## src/rtl/por_pkg.sv

```systemverilog
// Shared definitions for the power-up qualifier and the POR debug decode.
package por_pkg;

  // Qualifier FSM states; the encoding is exported on filt_state for debug.
  typedef enum logic [1:0] {
    LOW     = 2'b00,
    QUAL_UP = 2'b01,
    HIGH    = 2'b10,
    QUAL_DN = 2'b11
  } pwup_state_e;

  // Saturation value of the rejected-glitch counter.
  localparam logic [7:0] GLITCH_MAX = 8'hFF;

  // The qualified level is high while the supply is good or still being re-qualified low.
  function automatic logic state_is_high(input pwup_state_e st);
    return (st == HIGH) || (st == QUAL_DN);
  endfunction

endpackage

```

## src/rtl/por_sync.sv

```systemverilog
// N-stage synchroniser for a single asynchronous bit into the local clock domain.
module por_sync #(
  parameter int N = 2
) (
  input  logic clk,
  input  logic rst,
  input  logic d_i,
  output logic q_o
);

  logic [N-1:0] sync_q;

  // Shift the raw input through the chain; reset clears every stage.
  always_ff @(posedge clk) begin
    if (rst) begin
      sync_q <= {N{1'b0}};
    end else begin
      sync_q <= {sync_q[N-2:0], d_i};
    end
  end

  assign q_o = sync_q[N-1];

endmodule

```

## src/rtl/por_pwup_qual.sv

```systemverilog
// Power-up qualifier: synchronises the supply-trip comparator and applies
// slow-rise / fast-fall debounce, with a sticky brown-out flag and a
// saturating rejected-glitch counter for debug.
module por_pwup_qual
  import por_pkg::*;
#(
  parameter int UP_CNT      = 64,
  parameter int DN_CNT      = 4,
  parameter int CNT_W       = 8,
  parameter int SYNC_STAGES = 2
) (
  input  logic       osc_ck,
  input  logic       rst,
  input  logic       cmp_raw,
  input  logic       force_pwup,
  input  logic       clr_bod,
  output logic       pwup_filt,
  output logic       bod_flag,
  output logic [7:0] glitch_cnt,
  output logic [1:0] filt_state
);

  localparam logic [CNT_W-1:0] UP_LAST = CNT_W'(UP_CNT - 1);
  localparam logic [CNT_W-1:0] DN_LAST = CNT_W'(DN_CNT - 1);
  localparam logic [CNT_W-1:0] CNT_ONE = CNT_W'(1);

  logic              s_cmp_s;
  pwup_state_e       state_q, state_d;
  logic [CNT_W-1:0]  cnt_q, cnt_d;
  logic              pwup_q, pwup_d;
  logic              bod_q, bod_d;
  logic [7:0]        glitch_q, glitch_d;
  logic              glitch_ev_s;
  logic              bod_set_s;

  por_sync #(.N(SYNC_STAGES)) u_sync (
    .clk (osc_ck),
    .rst (rst),
    .d_i (cmp_raw),
    .q_o (s_cmp_s)
  );

  // Next-state and counter logic; force overrides qualification without side effects.
  always_comb begin
    state_d     = state_q;
    cnt_d       = cnt_q;
    glitch_ev_s = 1'b0;
    bod_set_s   = 1'b0;
    if (force_pwup) begin
      state_d = HIGH;
      cnt_d   = '0;
    end else begin
      case (state_q)
        LOW: begin
          if (s_cmp_s) begin
            state_d = QUAL_UP;
            cnt_d   = CNT_ONE;
          end else begin
            state_d = LOW;
            cnt_d   = '0;
          end
        end
        QUAL_UP: begin
          if (s_cmp_s) begin
            if (cnt_q == UP_LAST) begin
              state_d = HIGH;
              cnt_d   = '0;
            end else begin
              cnt_d = cnt_q + CNT_ONE;
            end
          end else begin
            state_d     = LOW;
            cnt_d       = '0;
            glitch_ev_s = 1'b1;
          end
        end
        HIGH: begin
          if (!s_cmp_s) begin
            state_d = QUAL_DN;
            cnt_d   = CNT_ONE;
          end else begin
            state_d = HIGH;
            cnt_d   = '0;
          end
        end
        QUAL_DN: begin
          if (!s_cmp_s) begin
            if (cnt_q == DN_LAST) begin
              state_d   = LOW;
              cnt_d     = '0;
              bod_set_s = 1'b1;
            end else begin
              cnt_d = cnt_q + CNT_ONE;
            end
          end else begin
            state_d     = HIGH;
            cnt_d       = '0;
            glitch_ev_s = 1'b1;
          end
        end
        default: begin
          state_d = LOW;
          cnt_d   = '0;
        end
      endcase
    end
  end

  // Flag, saturating counter and output-level next values.
  always_comb begin
    pwup_d = state_is_high(state_d);
    if (bod_set_s) begin
      bod_d = 1'b1;
    end else if (clr_bod) begin
      bod_d = 1'b0;
    end else begin
      bod_d = bod_q;
    end
    if (glitch_ev_s && (glitch_q != GLITCH_MAX)) begin
      glitch_d = glitch_q + 8'd1;
    end else begin
      glitch_d = glitch_q;
    end
  end

  // State, counter and output registers with synchronous reset.
  always_ff @(posedge osc_ck) begin
    if (rst) begin
      state_q  <= LOW;
      cnt_q    <= '0;
      pwup_q   <= 1'b0;
      bod_q    <= 1'b0;
      glitch_q <= 8'd0;
    end else begin
      state_q  <= state_d;
      cnt_q    <= cnt_d;
      pwup_q   <= pwup_d;
      bod_q    <= bod_d;
      glitch_q <= glitch_d;
    end
  end

  assign pwup_filt  = pwup_q;
  assign bod_flag   = bod_q;
  assign glitch_cnt = glitch_q;
  assign filt_state = state_q;

endmodule

```

## config.mk

```make
export PLATFORM = sky130hd
export DESIGN_NAME = por_pwup_qual
export DESIGN_NICKNAME = d
export VERILOG_FILES = /design/src/rtl/por_pkg.sv /design/src/rtl/por_sync.sv /design/src/rtl/por_pwup_qual.sv
export SDC_FILE = /design/constraint.sdc
export NUM_CORES = 1
export LEC_CHECK = 0
export BUFFER_PORTS_ARGS = -buffer_cell sky130_fd_sc_hd__buf_2
export CORE_UTILIZATION = 54
export DETAILED_ROUTE_END_ITERATION = 10
export PLACE_DENSITY = 0.79
export SLEW_MARGIN = 10
export SYNTH_ARGS = -nofsm -noshare
export SYNTH_HDL_FRONTEND = slang
export SYNTH_SLANG_ARGS = --single-unit
```

## constraint.sdc

```tcl
create_clock -name osc_ck -period 2 [get_ports osc_ck]
set_clock_uncertainty 0.2 [all_clocks]
set_input_delay 0.2 -clock osc_ck [delete_from_list [all_inputs] [get_ports osc_ck]]
set_output_delay 0.2 -clock osc_ck [all_outputs]
set_load 0.02 [all_outputs]
```

==> impl_metrics.env <==
export IMPL_setup_tns_final_ns=0
export IMPL_hold_slack_ns=0.03071
export IMPL_ys_types=45
export IMPL_hold_violations=0
export IMPL_synth_seq_cells=22
export IMPL_yosysTopAreaCell="dfxtp_1"
export IMPL_clkPwrFrac=0.393
export IMPL_comb_power_share=0.073
export IMPL_grt_use_total=0.2169
export IMPL_dp_final_hpwl_um=1568
export IMPL_cp_top_family="flip-flops"
export IMPL_cp_data_required_time_ns=2.01
export IMPL_hp_start="rst"
export IMPL_io_pins=17
export IMPL_fin_util=0.6720
export IMPL_ir_worst_vdd_mv=0.5473
export IMPL_dr_first_iter_drc_count=5
export IMPL_grt_pass1_vias=798
export IMPL_die_x_um=47.34
export IMPL_coreArea_um2=1942
export IMPL_grt_max_degree=16
export IMPL_syn_area_per_cell_um2=9.567
export IMPL_grt_pass1_wl_um=3298
export IMPL_grt_antenna_before_repair=0
export IMPL_maxCapViolations=0
export IMPL_vias_per_cell=5.655
export IMPL_place_congestion=0.8091
export IMPL_drc_errors=0
export IMPL_p_switching_mw=0.1839
export IMPL_placedCellCount=158
export IMPL_drive_gt1_frac=0.2536
export IMPL_overflow=0
export IMPL_start_util=0.5715
export IMPL_vias=933
export IMPL_p_int_mw=0.6779
export IMPL_core_rowCount=16
export IMPL_crit_buf_inv=0
export IMPL_cts_tree="yes"
export IMPL_synth_area_top_cells="dfxtp_1 (40%), nor2_1 (5.7%), xor2_1 (5.5%)"
export IMPL_period_share=0.9245
export IMPL_p_sw_frac=0.2134
export IMPL_ant_nets=0
export IMPL_pre_cts_ws_ns=0.1524
export IMPL_max_stage_delay_ns=0.69
export IMPL_first_pass_iters=4
export IMPL_setup_worst_path_class="register to register"
export IMPL_diodes=0
export IMPL_routed_wirelength_um=2195
export IMPL_path_cells="xor2_2, nor4_4, and4bb_2, nor3_1"
export IMPL_seqPwrFrac=0.534
export IMPL_setup_viol=0
export IMPL_synthesis_instances=116
export IMPL_cp_data_arrival_time_ns=1.86
export IMPL_h_tree_depth=1
export IMPL_power_mw=0.8618
export IMPL_root_buffer="clkbuf_4"
export IMPL_seq_area_frac_synth=0.3968
export IMPL_worstSkewPairLatency_ns=0.31
export IMPL_fmax_mhz=540.8
export IMPL_crit_reg2reg_launch="filt_state[1]"
export IMPL_setup_ws_ns=0.1510
export IMPL_fin_crit_ns=1.849
export IMPL_numPortBuffers=16
export IMPL_p_per_area_nw_per_um2=660.4
export IMPL_clock_sinks=22
export IMPL_rsz0062_at_grt="false"
export IMPL_dpl_cell_area_um2=1222
export IMPL_post_cts_buffers=0
export IMPL_slew_headroom=0.6280
export IMPL_clockBufferDepth=2
export IMPL_path_max_fanout=12
export IMPL_crit_start="filt_state[1]"
export IMPL_syn_to_final_growth_pct=17.59
export IMPL_final_area_um2=1305
export IMPL_dieHeight_um=47.34
export IMPL_tightest_slew_ns=0.5573
export IMPL_final_cells=165
export IMPL_wl_per_cell_um=13.30
export IMPL_worst_path_max_delay_cell="dfxtp_1"
export IMPL_worst_setup_path_start_kind="register"
export IMPL_yosys_area_top_type_share=0.3968
export IMPL_cp_end_kind="register"
export IMPL_syn_num_nets=123
export IMPL_min_path_type="input pin to register"
export IMPL_cts_buffers=3
export IMPL_synth_area_um2=1110
export IMPL_yosysWarnings=0
export IMPL_clk_pin_slew_ns=0.12
export IMPL_outcome="completed"
export IMPL_dieArea_um2=2241
export IMPL_drv_slew=0
export IMPL_p_leak_nw=0.5355
export IMPL_layout_nets=146
-- worst reg2reg max path: cells and delay by family, from the launching register on --
kind	cells	cell delay [ns]
XOR/XNOR	1	0.20
flip-flops	1	0.69
AND/OR/NAND/NOR	3	0.65
-- cell usage in the layout (no fill, tap or decap), types with 3 or more instances in the layout --
| master | instances |
|---|---|
| nor2_1 | 17 |
| dfxtp_1 | 22 |
| a21oi_1 | 7 |
| nor3_1 | 3 |
| buf_2 | 16 |
| clkbuf_4 | 3 |
| nand3_1 | 8 |
| xor2_1 | 7 |
| nand2_1 | 5 |
| dlygate4sd3_1 | 3 |
| buf_4 | 3 |
-- per-layer routing --
layer  track usage  wire length [um]
met1        0.2430               972
met2        0.3781              1111
met3       0.04615                65
met4        0.1200                45
met5             0                 0
-- cell families (layout without fill, tap and decap cells) --
logic type      after synthesis  after routing  share of synthesized area
compound gates               22             22                     0.1601
mux                           1              1                   0.009020
simple gates                 53             53                     0.2807
flops                        22             22                     0.3968
buf+inv                       6             28                    0.02818
fa+ha+maj                     2              2                    0.02254
xor+xnor                     10             10                     0.1026
-- flip-flops by register name, indices dropped and copies added, names as in the netlist --
name	flops
u_sync.sync_q	2
pwup_filt	1
cnt_q	8
filt_state	2
glitch_cnt	8
bod_flag	1
-- path summary, 6_finish.rpt --
kind / end / slack [ns] / depth (start not counted)
hold / removal: glitch_cnt[2] / 0.03 / 2
setup / recovery: glitch_cnt[7] / 0.15 / 4
setup reg to reg: glitch_cnt[7] / 0.15 / 4
hold reg to reg: u_sync.sync_q[1] / 0.26 / 1
-- timing repair --
| item | in CTS | in global routing |
|---|---|---|
| hold buffers | 3 | 0 |
| resized for setup | 0 | 0 |
| endpoints found under the hold margin | 3 | 0 |
-- cell type report --
| type | instances | area [um^2] |
|---|---|---|
| clock inverter | 1 | 30.03 |
| clock buffer | 3 | 22.52 |
| timing repair buffer | 22 | 132.6 |
| fill | 179 | 636.9 |
| sequential | 22 | 440.4 |
| inverter | 2 | 7.507 |
| multi-input combinational | 88 | 638.1 |
| tap | 27 | 33.78 |
-- power groups by stage --
| stage | registers (mW) | clock network, mW | logic [mW] |
|---|---|---|---|
| after floorplan | 0.466 | 0 | 0.0453 |
| after global placement | 0.469 | 0 | 0.0566 |
| after detailed placement | 0.470 | 0 | 0.0583 |
| after CTS | 0.460 | 0.347 | 0.0631 |
| after global routing | 0.462 | 0.367 | 0.0690 |
| final | 0.460 | 0.339 | 0.0630 |
-- synth_stat cells, drive strengths merged --
cell type	number
nor3b	1
nor3	4
nand4	2
a31oi	1
ha	2
dfxtp	22
o32a	1
a211oi	2
buf	3
o2111ai	1
a21boi	1
and4	1
o21ai	1
nand3	8
a21oi	8
nor2b	2
and2b	1
nand2	5
a2bb2oi	1
or3	1
and3	2
o211ai	1
o31ai	2
inv	2
nand3b	1
o221ai	2
clkbuf	1
nor4	3
nand2b	2
nand4b	1
xnor2	2
nor2	17
and4bb	1
and3b	1
a32oi	1
mux2i	1
xor2	8
No activity file was read; power rests on OpenSTA's default activity.
